### src/rtl/ast_width_upsizer.sv
// -----------------------------------------------------------------------------
// ast_width_upsizer
//
// Avalon-ST width up-converter. Packs N = DATA_OUT_W/DATA_IN_W narrow beats
// into one wide word, first beat in the MSBs. Channel, start/end-of-packet
// and empty are carried through. Malformed packets (missing sop or eop) are
// recovered from, and each violation raises a one-cycle err_o pulse.
//
// Ports
//   clk_i                clock
//   rst_i                asynchronous active-high reset
//   ast_data_i           narrow input beat
//   ast_startofpacket_i  first beat of a packet
//   ast_endofpacket_i    last beat of a packet
//   ast_valid_i          input beat valid
//   ast_empty_i          unused LSB bytes of the eop beat
//   ast_channel_i        packet channel, sampled on the sop beat only
//   ast_ready_o          block accepts a beat this cycle
//   ast_data_o           packed wide word
//   ast_startofpacket_o  first word of a packet
//   ast_endofpacket_o    last word of a packet
//   ast_valid_o          output word valid
//   ast_empty_o          unused LSB bytes of the output word
//   ast_channel_o        latched packet channel
//   ast_ready_i          sink accepts the word
//   err_o                one-cycle pulse on a protocol violation
// -----------------------------------------------------------------------------
module ast_width_upsizer #(
   parameter int DATA_IN_W   = 64,
   parameter int DATA_OUT_W  = 128,
   parameter int CHANNEL_W   = 10,
   parameter int EMPTY_IN_W  = (DATA_IN_W / 8 > 1)  ? $clog2(DATA_IN_W / 8)  : 1,
   parameter int EMPTY_OUT_W = (DATA_OUT_W / 8 > 1) ? $clog2(DATA_OUT_W / 8) : 1
) (
   input  logic                   clk_i,
   input  logic                   rst_i,
   input  logic [DATA_IN_W-1:0]   ast_data_i,
   input  logic                   ast_startofpacket_i,
   input  logic                   ast_endofpacket_i,
   input  logic                   ast_valid_i,
   input  logic [EMPTY_IN_W-1:0]  ast_empty_i,
   input  logic [CHANNEL_W-1:0]   ast_channel_i,
   output logic                   ast_ready_o,
   output logic [DATA_OUT_W-1:0]  ast_data_o,
   output logic                   ast_startofpacket_o,
   output logic                   ast_endofpacket_o,
   output logic                   ast_valid_o,
   output logic [EMPTY_OUT_W-1:0] ast_empty_o,
   output logic [CHANNEL_W-1:0]   ast_channel_o,
   input  logic                   ast_ready_i,
   output logic                   err_o
);

   localparam int N        = DATA_OUT_W / DATA_IN_W;
   localparam int BYTES_IN = DATA_IN_W / 8;
   localparam int CNT_W    = (N > 1) ? $clog2(N) : 1;
   localparam int PAD_W    = DATA_OUT_W - DATA_IN_W;
   localparam logic [CNT_W-1:0] LAST_SLOT = CNT_W'(N - 1);

   typedef enum logic {
      S_IDLE = 1'b0,
      S_PKT  = 1'b1
   } state_t;

   // packing state
   state_t                 state_q, state_d;
   logic [CNT_W-1:0]       cnt_q, cnt_d;
   logic [DATA_OUT_W-1:0]  acc_q, acc_d;
   logic [CHANNEL_W-1:0]   chan_q, chan_d;
   logic                   first_q, first_d;      // next emitted word is the packet's first
   // A sop+eop beat that arrives while a partial word is being flushed
   // completes a second word in the same cycle. It is parked in the
   // accumulator and emitted on the following free output cycle.
   logic                   pend_q, pend_d;
   logic [EMPTY_OUT_W-1:0] pend_empty_q, pend_empty_d;

   // output register
   logic [DATA_OUT_W-1:0]  data_q, data_d;
   logic                   sop_q, sop_d;
   logic                   eop_q, eop_d;
   logic                   valid_q, valid_d;
   logic [EMPTY_OUT_W-1:0] empty_q, empty_d;
   logic [CHANNEL_W-1:0]   chan_o_q, chan_o_d;
   logic                   err_q, err_d;

   logic                   out_free;
   logic                   beat_acc;
   logic [DATA_OUT_W-1:0]  merged;       // accumulator with the beat in slot cnt_q
   logic [DATA_OUT_W-1:0]  slot0_word;   // beat alone in slot 0, rest zero

   // combinational scratch for the next-state process
   logic                   start;
   logic                   flush;
   logic                   completes;
   logic                   first_sel;
   logic [CHANNEL_W-1:0]   chan_sel;
   logic [CNT_W-1:0]       idx;
   logic [DATA_OUT_W-1:0]  word;
   logic [EMPTY_OUT_W-1:0] eop_empty;
   logic [EMPTY_OUT_W-1:0] flush_empty;

   assign out_free    = ~valid_q | ast_ready_i;
   assign ast_ready_o = out_free & ~pend_q;
   assign beat_acc    = ast_valid_i & ast_ready_o;

   genvar gi;
   generate
      for (gi = 0; gi < N; gi++) begin : g_slot
         assign merged[DATA_OUT_W-1-gi*DATA_IN_W -: DATA_IN_W] =
            (cnt_q == CNT_W'(gi)) ? ast_data_i
                                  : acc_q[DATA_OUT_W-1-gi*DATA_IN_W -: DATA_IN_W];
      end
   endgenerate

   assign slot0_word = DATA_OUT_W'(ast_data_i) << PAD_W;

   always_comb begin
      state_d      = state_q;
      cnt_d        = cnt_q;
      acc_d        = acc_q;
      chan_d       = chan_q;
      first_d      = first_q;
      pend_d       = pend_q;
      pend_empty_d = pend_empty_q;
      data_d       = data_q;
      sop_d        = sop_q;
      eop_d        = eop_q;
      empty_d      = empty_q;
      chan_o_d     = chan_o_q;
      valid_d      = valid_q & ~ast_ready_i;
      err_d        = 1'b0;

      start       = ast_startofpacket_i;
      flush       = 1'b0;
      idx         = ast_startofpacket_i ? '0 : cnt_q;
      word        = ast_startofpacket_i ? slot0_word : merged;
      first_sel   = ast_startofpacket_i | first_q;
      chan_sel    = ast_startofpacket_i ? ast_channel_i : chan_q;
      completes   = ast_endofpacket_i | (idx == LAST_SLOT);
      eop_empty   = EMPTY_OUT_W'((N - 1 - int'(idx)) * BYTES_IN + int'(ast_empty_i));
      flush_empty = EMPTY_OUT_W'((N - int'(cnt_q)) * BYTES_IN);

      if (pend_q) begin
         if (out_free) begin
            data_d   = acc_q;
            sop_d    = 1'b1;
            eop_d    = 1'b1;
            empty_d  = pend_empty_q;
            chan_o_d = chan_q;
            valid_d  = 1'b1;
            acc_d    = '0;
            pend_d   = 1'b0;
         end
      end else if (beat_acc) begin
         if ((state_q == S_IDLE) && !ast_startofpacket_i) begin
            // stray beat outside a packet: dropped
            err_d = 1'b1;
         end else begin
            if (start && (state_q == S_PKT)) begin
               // previous packet never saw its eop
               err_d = 1'b1;
               flush = (cnt_q != '0);
            end

            if (flush) begin
               data_d   = acc_q;
               sop_d    = first_q;
               eop_d    = 1'b1;
               empty_d  = flush_empty;
               chan_o_d = chan_q;
               valid_d  = 1'b1;
            end

            chan_d = chan_sel;

            if (!completes) begin
               acc_d   = word;
               cnt_d   = idx + CNT_W'(1);
               first_d = first_sel;
               state_d = S_PKT;
            end else if (flush) begin
               // flush implies N >= 2 and idx == 0, so completion here
               // can only come from eop on the new sop beat
               acc_d        = word;
               pend_d       = 1'b1;
               pend_empty_d = eop_empty;
               cnt_d        = '0;
               first_d      = 1'b1;
               state_d      = S_IDLE;
            end else begin
               data_d   = word;
               sop_d    = first_sel;
               eop_d    = ast_endofpacket_i;
               empty_d  = ast_endofpacket_i ? eop_empty : '0;
               chan_o_d = chan_sel;
               valid_d  = 1'b1;
               acc_d    = '0;
               cnt_d    = '0;
               first_d  = ast_endofpacket_i;
               state_d  = ast_endofpacket_i ? S_IDLE : S_PKT;
            end
         end
      end
   end

   always_ff @(posedge clk_i or posedge rst_i) begin
      if (rst_i) begin
         state_q      <= S_IDLE;
         cnt_q        <= '0;
         acc_q        <= '0;
         chan_q       <= '0;
         first_q      <= 1'b0;
         pend_q       <= 1'b0;
         pend_empty_q <= '0;
         data_q       <= '0;
         sop_q        <= 1'b0;
         eop_q        <= 1'b0;
         valid_q      <= 1'b0;
         empty_q      <= '0;
         chan_o_q     <= '0;
         err_q        <= 1'b0;
      end else begin
         state_q      <= state_d;
         cnt_q        <= cnt_d;
         acc_q        <= acc_d;
         chan_q       <= chan_d;
         first_q      <= first_d;
         pend_q       <= pend_d;
         pend_empty_q <= pend_empty_d;
         data_q       <= data_d;
         sop_q        <= sop_d;
         eop_q        <= eop_d;
         valid_q      <= valid_d;
         empty_q      <= empty_d;
         chan_o_q     <= chan_o_d;
         err_q        <= err_d;
      end
   end

   assign ast_data_o          = data_q;
   assign ast_startofpacket_o = sop_q;
   assign ast_endofpacket_o   = eop_q;
   assign ast_valid_o         = valid_q;
   assign ast_empty_o         = empty_q;
   assign ast_channel_o       = chan_o_q;
   assign err_o               = err_q;

endmodule

### config.mk
export PLATFORM = sky130hd
export DESIGN_NAME = ast_width_upsizer
export DESIGN_NICKNAME = d
export VERILOG_FILES = /design/src/rtl/ast_width_upsizer.sv
export SDC_FILE = /design/constraint.sdc
export NUM_CORES = 1
export LEC_CHECK = 0
export CAP_MARGIN = 20
export CORE_ASPECT_RATIO = 0.9
export CORE_MARGIN = 4
export CORE_UTILIZATION = 30
export CTS_BUF_LIST = sky130_fd_sc_hd__clkbuf_8
export DETAILED_ROUTE_END_ITERATION = 8
export PLACE_DENSITY = 0.54
export SYNTH_ARGS = -nofsm -noshare
export SYNTH_HDL_FRONTEND = slang
export SYNTH_SLANG_ARGS = --single-unit
export TNS_END_PERCENT = 20
### constraint.sdc
create_clock -name clk_i -period 14.35 [get_ports clk_i]
set_input_delay 1.435 -clock clk_i [delete_from_list [all_inputs] [get_ports clk_i]]
set_output_delay 1.435 -clock clk_i [all_outputs]
set_load 0.05 [all_outputs]
==> results.txt, run 1 <==
Status: completed
Async SR Flop Fraction: 1.000
Final core occ: 0.3942
CTS clock-pin slew for the worst setup and hold paths: 0.06 ns
Dpl ws: 8.608 ns
Hold Path Depth: 1
Number of enable flip-flop cells after synthesis: 0
Worst Hold End: acc_q[125]
# rows: 72
Hpwl dp: 24,840 um
CTS tree: built
Pwr dens: 251.0 mW/mm^2
Placed Cells: 1,797
Post CTS Setup Buffer Count: 0
Crit path time final: 4.880 ns
Gr ovfl total: 0
Initial Utilization: 0.3055
Slew Limit Fails: 0
Placement Cell Area: 0.01593 sq mm
Worst Path Required: 14.82 ns
Worst slew pin tran: 1.067 ns
Mean post-synth cell area: 11.99 sq um
Worst hold start: acc_q[125]
Syn Inst Count: 1,102
RSZ-0062 raised after global routing: no
Finish-stage setup viols: 0
Hold Worst Slack: 0.4966 ns
Ports: 230
Netlist Area Pre-Place: 0.01321 sq mm
Synth Register Bits: 292
Pleak: 7.710 nW
Mapped Nets: 1,187
Max-Cap Viols: 0
Port Buffers: 229
Critical Path Slowest Stage Cell: a21oi_4
# diodes: 0
RR Endpoint: ast_data_o[97]
Max_slew headroom: 0.2888
Power Total: 4.277 mW
Detailed Route WL: 41,610 um
DR vias/cell: 5.309
Final Cycle Share: 0.3401
1st-iter DRT viols: 684
Cell count of the worst reg-to-reg path: 6
Drt drc: 0
Total CTS buffers: 52
Main synth FF type: dfrtp_1
DR WL/cell: 22.00 um
WP depth: 10
Most frequent cells in the layout: dfrtp_1 (291), clkdlybuf4s50_1 (228), mux2i_1 (137), a22o_1 (132)
Fin area: 0.01704 sq mm
CP Data Arrival Time: 5.35 ns
Skew final: 0.01772 ns
Area Growth Syn to Fin: 29.01%
Maximum VDD drop: 0.2109 mV
Critical path's largest stage delay: 0.82 ns
Final std cells w/o fill: 1,891
H-tree levels: 2
DR pass1 iterations: 5
Synth cell types: 38
Hold Buf Count CTS: 0
Die Height: 207.1 um
Largest net degree at the start of global routing: 116
Most common cell after layout, fill and taps aside: dfrtp_1
Crit path buffers/inverters: 5
Setup TNS Final: 0 ns
Top delay family on crit path: buffers and inverters
Core Box Area: 0.04324 sq mm
Die X: 229.2 um
Max clock buf depth: 3
Vias: 10.04k
HP Class: flip-flop to flip-flop
Gr usage total: 0.1719
Max FO, Critical Path: 76
Initial antenna violation count: 2
Antenna viol nets, final: 0
Worst skew pair latency: 0.60 ns
R2R setup slack: 10.16 ns
Synth Warn #: 0
Worst r2r src: cnt_q
FMAX: 204.9 MHz
Share of cells above drive strength 1: 0.08608
# clock sinks: 292
Worst path most repeated cell: buf_4
First-pass GRT wire length: 65,410 um
Post-CTS sizing: 0
Placer Congestion: 0.7164
CTS root buf: clkbuf_8
Kind of critical path: input port to flip-flop
CP cell instances: clkdlybuf4s50_1 > buf_4 > inv_1 > ha_1 > nand2b_1 > a21oi_4 > buf_4 > o21ai_4 > buf_4 > a221o_1
Number of hold violations in the final report: 0
CP Capture Type: flip-flop
Setup ws final: 9.470 ns
Vias in the first global route: 10.55k
Seq/Total Area, Yosys: 0.5531
Startpoint Class: input port
Die ar.: 0.04746 sq mm
Nets: 1,383
[state kept, by name, indices dropped and copies added (netlist names), 4 cells and up]
name,cells
acc_q,128
ast_data_o,128
ast_channel_o,10
chan_q,10
ast_empty_o,4
pend_empty_q,4
[synth_stat cells, types with 3 or more instances]
cell / number / area [sq um]
a22o_1: 132 / 1156
a2bb2oi_1: 66 / 578.1
dfrtp_1: 292 / 7307
a221o_1: 73 / 730.7
clkbuf_1: 46 / 172.7
buf_2: 47 / 235.2
buf_6: 3 / 33.78
o21ai_0: 17 / 85.08
nand2b_1: 68 / 425.4
nor2_1: 71 / 266.5
o21ai_2: 3 / 26.28
buf_1: 5 / 18.77
mux2_2: 5 / 56.30
buf_4: 6 / 45.04
nor3_1: 73 / 365.4
a21oi_1: 9 / 45.04
nand2_1: 21 / 78.83
inv_1: 5 / 18.77
mux2i_1: 137 / 1371
[metal layers]
| metal | part of all wire | routed length, um | up-vias | global-route usage |
|---|---|---|---|---|
| met5 | 0.00048 | 20 | - | 0 |
| met4 | 0.020 | 849 | 4 | 0.04091 |
| met3 | 0.062 | 2567 | 71 | 0.04231 |
| met2 | 0.43 | 18040 | 297 | 0.2601 |
| met1 | 0.48 | 20130 | 5097 | 0.2490 |
| li1 | - | - | 4570 | - |
[worst max path at each step]
stage | start | end | slack [ns]
after global routing | ast_startofpacket_i | acc_q[90] | 9.27
final | ast_startofpacket_i | ast_data_o[35] | 9.47
after detailed placement | ast_startofpacket_i | acc_q[107] | 8.61
after global placement | ast_startofpacket_i | acc_q[101] | 8.69
after floorplan | rst_i | acc_q[0] | 4.85
after CTS | ast_startofpacket_i | acc_q[101] | 9.25
[cells by family after synthesis]
kind of cell	after synthesis	share of synthesized area
buffers and inverters	113	0.03997
AO/OA/AOI/OAI	312	0.2063
multiplexers	142	0.1081
flip-flops	292	0.5531
AND/OR/NAND/NOR	241	0.09073
adder cells (fa/ha/maj)	2	0.001894
[final cells by class]
type	count	area [sq um]
clock buffers	67	922.1
clock inverters	25	140.1
fillers	4140	26200
inverters	6	30.03
multi-input cells	697	5454
flip-flops and latches	292	7311
well taps	555	694.4
repair buffers	249	2492
[where the power goes]
part           internal (mW)  switching, mW  total (mW)  leakage, nW
Combinational          0.776           1.30        2.07         3.34
Clock                  0.435          0.355       0.790        0.614
Sequential              1.15          0.264        1.41         3.76
Total                   2.36           1.92        4.28         7.71
Note: power is estimated with default switching activity, not from simulation.
==> inputs of run 2 (changes only) <==
==> constraint.sdc (replaced) <==
create_clock -name clk_i -period 4.6 [get_ports clk_i]
set_input_delay 0.46 -clock clk_i [delete_from_list [all_inputs] [get_ports clk_i]]
set_output_delay 0.46 -clock clk_i [all_outputs]
set_load 0.05 [all_outputs]
==> run 2 against run 1 <==
Effect of this change:
- first-iteration DRC count increased by 11%
- design area down 0.13%
- register-to-register slack got worse by 9.0 ns
- wire length grew 1.9%
- core utilization down 0.052 points
- largest power group unchanged
- highest routed layer unchanged
- critical endpoint is now ast_data_o[18]
- setup slack got worse by 8.3 ns
==> results.txt, run 2 (same netlist as run 1, synthesis figures left out) <==
Status: completed
Seq. cell area: 0.007311 sq mm (unchanged)
Switching power: 5.946 mW (+210%)
Vias: 10.03k (-0.11%)
DR pass1 iterations: 4 (-1)
Most common cell after layout, fill and taps aside: dfrtp_1
Combinational group share of total power: 0.490 (+0.005)
Max FO, Critical Path: 52 (-32%)
Finish-stage setup viols: 0 (unchanged)
Core Box Area: 0.04324 sq mm (unchanged)
CP Capture Type: flip-flop
Kind of critical path: flip-flop to flip-flop
Detailed Route WL: 42,410 um (+1.9%)
CTS tree: built
Maximum VDD drop: 0.3945 mV (+87%)
Worst skew pair latency: 0.61 ns (about the same)
Dpl ws: 1.028 ns (-7.580 ns)
Setup TNS Final: 0 ns (unchanged)
FILL cells: 4,177 (+0.89%)
Pleak: 7.706 nW (about the same)
# diodes: 0 (unchanged)
CTS clock-pin slew for the worst setup and hold paths: 0.07 ns (about the same)
Hpwl dp: 25,510 um (+2.7%)
Number of hold violations in the final report: 0 (unchanged)
Startpoint Class: flip-flop
Initial antenna violation count: 3 (+1)
Drt drc: 0 (unchanged)
Top delay family on crit path: flip-flops
Largest net degree at the start of global routing: 115 (-0.86%)
Area of the multi-input gates: 0.005454 sq mm (unchanged)
Max_slew headroom: 0.3050 (+0.01619)
Max clock buf depth: 3 (unchanged)
Worst slew pin tran: 1.033 ns (-0.03355 ns)
Worst Path Required: 5.08 ns (-9.74 ns)
Pwr dens: 775.9 mW/mm^2 (+210%)
Crit path buffers/inverters: 1 (-4)
WP depth: 5 (-5)
Die Height: 207.1 um (unchanged)
Power Total: 13.21 mW (+210%)
RSZ-0062 raised after global routing: no
Max-Cap Viols: 0 (unchanged)
R2R setup slack: 1.20 ns (-8.96 ns)
CTS root buf: clkbuf_8
RR Endpoint: ast_data_o[18]
Placer Congestion: 0.7811 (+9.0%)
Slew Limit Fails: 0 (unchanged)
Gr ovfl total: 0 (unchanged)
HP Class: input port to asynchronous set/reset pin
Final core occ: 0.3936 (-0.0005210)
Post CTS Setup Buffer Count: 0 (unchanged)
Setup ws final: 1.196 ns (-8.274 ns)
Area Growth Syn to Fin: 28.84%
Clock network fraction of total power: 0.178 (-0.007)
# rows: 72 (unchanged)
Placed Cells: 1,808 (+0.61%)
Total CTS buffers: 51 (-1.9%)
1st-iter DRT viols: 757 (+11%)
Critical path's largest stage delay: 1.07 ns (+0.25 ns)
Share of cells above drive strength 1: 0.08887 (+0.002794)
Vias in the first global route: 10.52k (-0.33%)
Pint: 7.260 mW (+210%)
# clock sinks: 292 (unchanged)
Die ar.: 0.04746 sq mm (unchanged)
DR vias/cell: 5.295 (-0.27%)
FMAX: 293.7 MHz
Post-CTS sizing: 0 (unchanged)
Gr usage total: 0.1748 (+0.002957)
Skew final: 0.01424 ns (-0.003479 ns)
Final std cells w/o fill: 1,894 (+0.16%)
CP cell instances: nor2b_1 > or2_4 > o21ai_4 > buf_4 > a221o_1
Antenna viol nets, final: 0 (unchanged)
Critical Path Slowest Stage Cell: dfrtp_4
Port Buffers: 229 (unchanged)
Crit path time final: 3.404 ns
Most frequent cells in the layout: dfrtp_1 (291), clkdlybuf4s50_1 (228), mux2i_1 (137), a22o_1 (132)
Nets: 1,391 (+0.58%)
Switch share: 0.4503 (+0.002074)
CP Data Arrival Time: 3.89 ns (-1.46 ns)
H-tree levels: 2 (unchanged)
First-pass GRT wire length: 65,870 um (+0.72%)
Cell count of the worst reg-to-reg path: 5 (-1)
Initial Utilization: 0.3055 (unchanged)
Ports: 230 (unchanged)
Sequential share of power: 0.332 (+0.002)
Die X: 229.2 um (unchanged)
Hold Buf Count CTS: 0 (unchanged)
Final Cycle Share: 0.7401
DR WL/cell: 22.39 um (+1.8%)
Worst r2r src: cnt_q
run 2: cell count changes in the layout (fill, tap and decap cells not counted), sizes merged:
cell / before / now
inv: 26 / 22
buf: 21 / 30
clkbuf: 67 / 65
bufinv: 1 / 0
clkinv: 3 / 4
run 2: how the worst max path moves through the flow:
stage	start	endpoint	slack (ns)
global route	cnt_q	ast_data_o[18]	1.02
finish	cnt_q	ast_data_o[18]	1.20
global placement	ast_startofpacket_i	ast_data_o[14]	1.14
CTS	cnt_q	ast_data_o[18]	1.19
detailed placement	ast_startofpacket_i	acc_q[111]	1.03
floorplan	rst_i	acc_q[0]	0.26
run 2: stage by stage:
stage               area, sq um  hold slack [ns]
finish                    17020           0.3260
global placement          16040           0.4775
global route              17020           0.3603
CTS                       17020           0.2967
floorplan                 13220           0.4652
detailed placement        16040           0.4812
run 2: worst register-to-register path, stage by stage (launching register included):
cell and delay [ns]:
dfrtp_4 1.07, nor2b_1 0.77, or2_4 0.29, o21ai_4 0.22, buf_4 0.44, a221o_1 0.48
run 2: area by class of cell:
class	count	area share
clock inverter	21	0.004925
timing repair buffer	258	0.1502
sequential	292	0.4295
multi-input combinational	697	0.3204
inverter	6	0.001544
clock buffer	65	0.05256
tap	555	0.04080
run 2: routing by layer:
metal	global-route usage	vias to the layer above	wire length, um
li1	-	4583	-
met5	0	-	41
met3	0.04904	59	2815
met4	0.04364	6	745
met2	0.2631	288	18680
met1	0.2497	5092	20120
run 2: power by group through the flow:
stage	sequential [mW]	clock [mW]	combinational, mW
global placement	4.41	0	6.47
global route	4.52	2.55	6.82
floorplan	6.28	0	2.39
CTS	4.39	2.45	6.55
finish	4.39	2.34	6.47
detailed placement	4.40	0	6.53
==> inputs of run 3 (changes only) <==
==> constraint.sdc (replaced) <==
create_clock -name clk_i -period 3.3 [get_ports clk_i]
set_input_delay 0.33 -clock clk_i [delete_from_list [all_inputs] [get_ports clk_i]]
set_output_delay 0.33 -clock clk_i [all_outputs]
set_load 0.05 [all_outputs]
==> run 3 against run 2 <==
Effect of this change:
- die area did not move
- register-to-register slack lost 0.50 ns
- critical path depth decreased by 3
- via count rose by 3.2%
- core utilization up 1.0 points
- wire length up 1.2%
- hold slack lost 0.25 ns
- combinational power increased by 43%
- critical endpoint is now ast_ready_o
- largest power group unchanged
==> results.txt, run 3 (same netlist as run 1, synthesis figures left out) <==
Status: completed
Slew Limit Fails: 0 (unchanged)
Die X: 229.2 um (unchanged)
CTS root buf: clkbuf_8
Gr usage total: 0.1792 (+0.004405)
Placement Cell Area: 0.01629 sq mm (+1.5%)
Hpwl dp: 26,320 um (+3.2%)
Gr ovfl total: 0 (unchanged)
Nets: 1,410 (+1.4%)
Startpoint Class: flip-flop
Ports: 230 (unchanged)
Fin area: 0.01746 sq mm (+2.6%)
Worst skew pair latency: 0.63 ns (+0.02 ns)
Final std cells w/o fill: 1,921 (+1.4%)
Initial antenna violation count: 6 (+3)
Placer Congestion: 0.7911 (+1.3%)
1st-iter DRT viols: 676 (-11%)
Kind of critical path: flip-flop to output port
Most frequent cells in the layout: dfrtp_1 (291), clkdlybuf4s50_1 (228), mux2i_1 (137), a22o_1 (132)
Crit path time final: 2.782 ns
Crit path buffers/inverters: 1 (unchanged)
Critical path's largest stage delay: 0.90 ns (-0.17 ns)
Die ar.: 0.04746 sq mm (unchanged)
Area Growth Syn to Fin: 32.12%
DR pass1 iterations: 5 (+1)
Port Buffers: 229 (unchanged)
Post-CTS sizing: 0 (unchanged)
Worst Path Required: 2.97 ns (-2.11 ns)
Share of cells above drive strength 1: 0.1098 (+0.02094)
Maximum VDD drop: 0.5757 mV (+46%)
Most common cell after layout, fill and taps aside: dfrtp_1
Max_slew headroom: 0.3693 (+0.06436)
Drt drc: 0 (unchanged)
CP cell instances: nor2_1 > clkdlybuf4s50_1
Critical Path Slowest Stage Cell: clkdlybuf4s50_1
Skew final: 0.01946 ns (+0.005214 ns)
CP Data Arrival Time: 2.45 ns (-1.44 ns)
Antenna viol nets, final: 0 (unchanged)
Largest net degree at the start of global routing: 80 (-30%)
Placed Cells: 1,824 (+0.88%)
H-tree levels: 2 (unchanged)
Final Cycle Share: 0.8429
Pwr dens: 1087 mW/mm^2 (+40%)
RSZ-0062 raised after global routing: no
FMAX: 359.5 MHz
# clock sinks: 292 (unchanged)
Max clock buf depth: 3 (unchanged)
# rows: 72 (unchanged)
Setup ws final: 0.5183 ns (-0.6773 ns)
CP Capture Type: output port
Worst slew pin tran: 0.9438 ns (-0.08951 ns)
Max FO, Critical Path: 17 (-67%)
Finish-stage setup viols: 0 (unchanged)
Post CTS Setup Buffer Count: 0 (unchanged)
FILL cells: 4,143 (-0.81%)
HP Class: input port to asynchronous set/reset pin
Core Box Area: 0.04324 sq mm (unchanged)
Vias: 10.35k (+3.2%)
Max-Cap Viols: 0 (unchanged)
Dpl ws: 0.3230 ns (-0.7054 ns)
Power Total: 18.97 mW (+44%)
CTS tree: built
Initial Utilization: 0.3055 (unchanged)
Top delay family on crit path: buffers and inverters
Die Height: 207.1 um (unchanged)
CTS clock-pin slew for the worst setup and hold paths: 0.07 ns (about the same)
Detailed Route WL: 42,910 um (+1.2%)
DR vias/cell: 5.386 (+1.7%)
Vias in the first global route: 11.01k (+4.7%)
Number of hold violations in the final report: 0 (unchanged)
Hold Buf Count CTS: 0 (unchanged)
DR WL/cell: 22.34 um (-0.24%)
Pleak: 7.913 nW (+2.7%)
# diodes: 0 (unchanged)
Total CTS buffers: 53 (+3.9%)
First-pass GRT wire length: 67,780 um (+2.9%)
-- run 3: changes by cell type in the layout (fill, tap and decap cells not counted), sizes merged --
cell      change
buf          +17
bufinv        +2
clkbuf        +7
clkinv        +4
clkinvlp      +1
inv           -4
-- run 3: layer usage --
metal | GRT usage | up-vias | part of all wire
met5 | 0 | - | 0.0018
met4 | 0.04931 | 12 | 0.019
met3 | 0.04890 | 70 | 0.067
met2 | 0.2684 | 300 | 0.44
met1 | 0.2561 | 5332 | 0.47
li1 | - | 4633 | -
-- run 3: worst paths after layout --
check                                  startpoint             end  slack, ns  depth (start not counted)
worst max-delay path                       pend_q     ast_ready_o       0.52                          2
worst min-delay path                        rst_i           err_o       0.08                          2
worst max register to register              cnt_q      acc_q[104]       0.70                          6
worst min register to register     ast_data_o[31]  ast_data_o[31]       0.49                          1
max in group asynchronous                   rst_i      acc_q[113]       2.37                          4
min in group clk_i              ast_endofpacket_i     ast_valid_o       0.26                          3
-- run 3: where the power goes --
group / leakage, nW / switching, mW / internal [mW] / total, mW
combinational: 3.51 / 5.74 / 3.48 / 9.22
sequential: 3.76 / 1.07 / 4.99 / 6.07
clock: 0.647 / 1.60 / 2.09 / 3.69
total: 7.91 / 8.41 / 10.6 / 19.0
-- run 3: final cells by class --
class / instances / area (sq um) / share of cell area
flip-flops and latches: 292 / 7311 / 0.4188
multi-input cells: 697 / 5454 / 0.3125
repair buffers: 275 / 2823 / 0.1617
clock buffers: 72 / 991.0 / 0.05677
well taps: 555 / 694.4 / 0.03978
clock inverters: 24 / 156.4 / 0.008960
inverters: 6 / 26.28 / 0.001505
-- run 3: per-stage QoR --
step / utilization / TNS [ns] / hold slack [ns]
2_1_floorplan: - / -264.31 / 0.4652
3_3_place_gp: 0.3767 / 0 / 0.4759
3_5_place_dp: 0.3767 / 0 / 0.4780
4_1_cts: 0.4032 / 0 / 0.1920
5_1_grt: 0.4037 / 0 / 0.08064
6_report: 0.4037 / 0 / 0.07797
==> edit, RTL diff (flow settings as in run 3) <==
Register the output `err_o` once more, with the module's reset; this adds one clock of latency there. The other outputs are not delayed to match. Comments in the files are not updated.
--- a/src/rtl/ast_width_upsizer.sv
+++ b/src/rtl/ast_width_upsizer.sv
@@ -243,7 +243,13 @@
    assign ast_valid_o         = valid_q;
    assign ast_empty_o         = empty_q;
    assign ast_channel_o       = chan_o_q;
-   assign err_o               = err_q;
+   always_ff @(posedge clk_i or posedge rst_i) begin
+      if (rst_i) begin
+         err_o <= '0;
+      end else begin
+         err_o <= err_q;
+      end
+   end
 
 endmodule
 
Function: not settled (the Yosys comparison gave no result); the edit may change what the design does.
==> edit against run 3 <==
  * Die area is 0.18% higher
  * Utilization is 0.39 points lower
  * Sequential cell count is 1 higher
  * Cell count is 1.3% higher
  * Cell area is 0.77% lower
  * Register-to-register slack better by 0.08 ns
  * Worst setup slack better by 0.17 ns
  * Area after synthesis is 0.19% higher
  * Power is 1.8% lower
  * Sequential share of layout area is 0.47 points higher
  * Worst hold slack better by 0.13 ns
  * Global-route usage is 0.54 points lower
  * Fmax is 6.5% higher
  * Wire length is 1.9% lower
  * Critical path type is now in -> reg
  * Critical endpoint is now acc_q[98]
  * Largest cell class unchanged
==> edit: results (changes against run 3) <==
VDD IR-drop max = 673 µV (was 576 µV)
Vias = 10148 (was 10347)
Synth top area cells = dfrtp_1, mux2i_1, a22o_1 (unchanged)
Layout cells sized above 1 = 9.53% (was 11.0%)
HPWL after detailed placement = 25400 µm (was 26300 µm)
Reg2Reg Depth = 7 (was 6)
Seq/total area = 42.4% (was 41.9%)
Met1 WL = 20100 µm (was 20300 µm)
Critical Path Start = ast_startofpacket_i (was pend_q)
Sequential element share of the synthesized area = 55.4% (was 55.3%)
Global-route wire length before repair = 66100 µm (was 67800 µm)
Clock buf count = 62 (was 72)
Syn Nets = 1188 (was 1187)
Iteration-0 DRC Markers = 645 (was 676)
Synth top cells by count = dfrtp_1, mux2i_1, a22o_1 (unchanged)
Met2 Wirelength = 18600 µm (was 18800 µm)
# fillers = 4112 (was 4143)
Met1 Usage GRT = 24.3% (was 25.6%)
LEAKAGE = 7.84 nW (was 7.91 nW)
Non-clock buffering overhead = 15.9% (was 16.2%)
Vias in the first global route = 10564 (was 11012)
Largest net degree at the start of global routing = 98 (was 80)
Number of non-clock buffers = 269 (was 275)
Status = completed (unchanged)
Gp weighted congestion = 0.744 (was 0.791)
Crit path arrival time = 3.14 ns (was 2.45 ns)
Layout Nets = 1404 (was 1410)
Flip-flop and latch count = 293 (was 292)
Tot GR Track Use = 17.4% (was 17.9%)
Routed wire per std cell = 21.6 µm (was 22.3 µm)
GR met2 Demand/Resource = 26.7% (was 26.8%)
CTS buffer count = 52 (was 53)
Slew HR = 38.1% (was 36.9%)
Initial antenna violation count = 2 (was 6)
Worst-path fanout max = 31 (was 17)
Met3 WL = 2660 µm (was 2890 µm)
[edit: cell types whose count changed in the layout (fill, tap and decap cells not counted)]
cell	run 3	this run
dfrtp_1	291	292
clkbuf_8	72	62
buf_4	32	28
clkinv_2	8	4
buf_12	15	13
clkinvlp_4	2	1
inv_1	17	25
[edit: through the flow]
| stage | cells | hold slack (ns) | cell area [µm²] | setup WS [ns] |
|---|---|---|---|---|
| floorplan | 1103 | 0.331 | 13200 | -0.919 |
| global placement | 1857 | 0.336 | 16300 | 0.138 |
| detailed placement | 1857 | 0.336 | 16300 | 0.0782 |
| CTS | 1946 | 0.178 | 17300 | 0.625 |
| global route | 1946 | 0.250 | 17300 | 0.536 |
| finish | 1946 | 0.213 | 17300 | 0.688 |
[edit: report_power, final]
group | leakage, nW | internal (mW) | switching [mW] | total (mW)
sequential | 3.77 | 5.01 | 1.02 | 6.03
combinational | 3.47 | 3.47 | 5.77 | 9.24
clock | 0.602 | 1.84 | 1.53 | 3.37
total | 7.84 | 10.3 | 8.32 | 18.6
[edit: kinds of logic after synthesis]
kind of cell               share of synthesized area, %
AOI/OAI and AO/OA                                  20.6
buffers and inverters                              3.99
muxes                                              10.8
and+or+nand+nor                                    9.06
adders and majority gates                         0.189
DFF                                                55.4
[edit: worst max-delay path, cell delays in order]
cell and delay [ns]:
clkdlybuf4s50_1 0.53, buf_4 0.34, ha_1 0.37, a21boi_0 0.22, nor3_4 0.60, buf_4 0.49, a22o_1 0.22
[edit: worst paths after layout]
path,end,slack [ns]
worst max-delay path,acc_q[98],0.69
worst min-delay path,ast_channel_o[6],0.21
worst max register to register,acc_q[98],0.78
worst min register to register,err_o,0.35
max in group asynchronous,acc_q[89],2.20
min in group clk_i,state_q,0.33
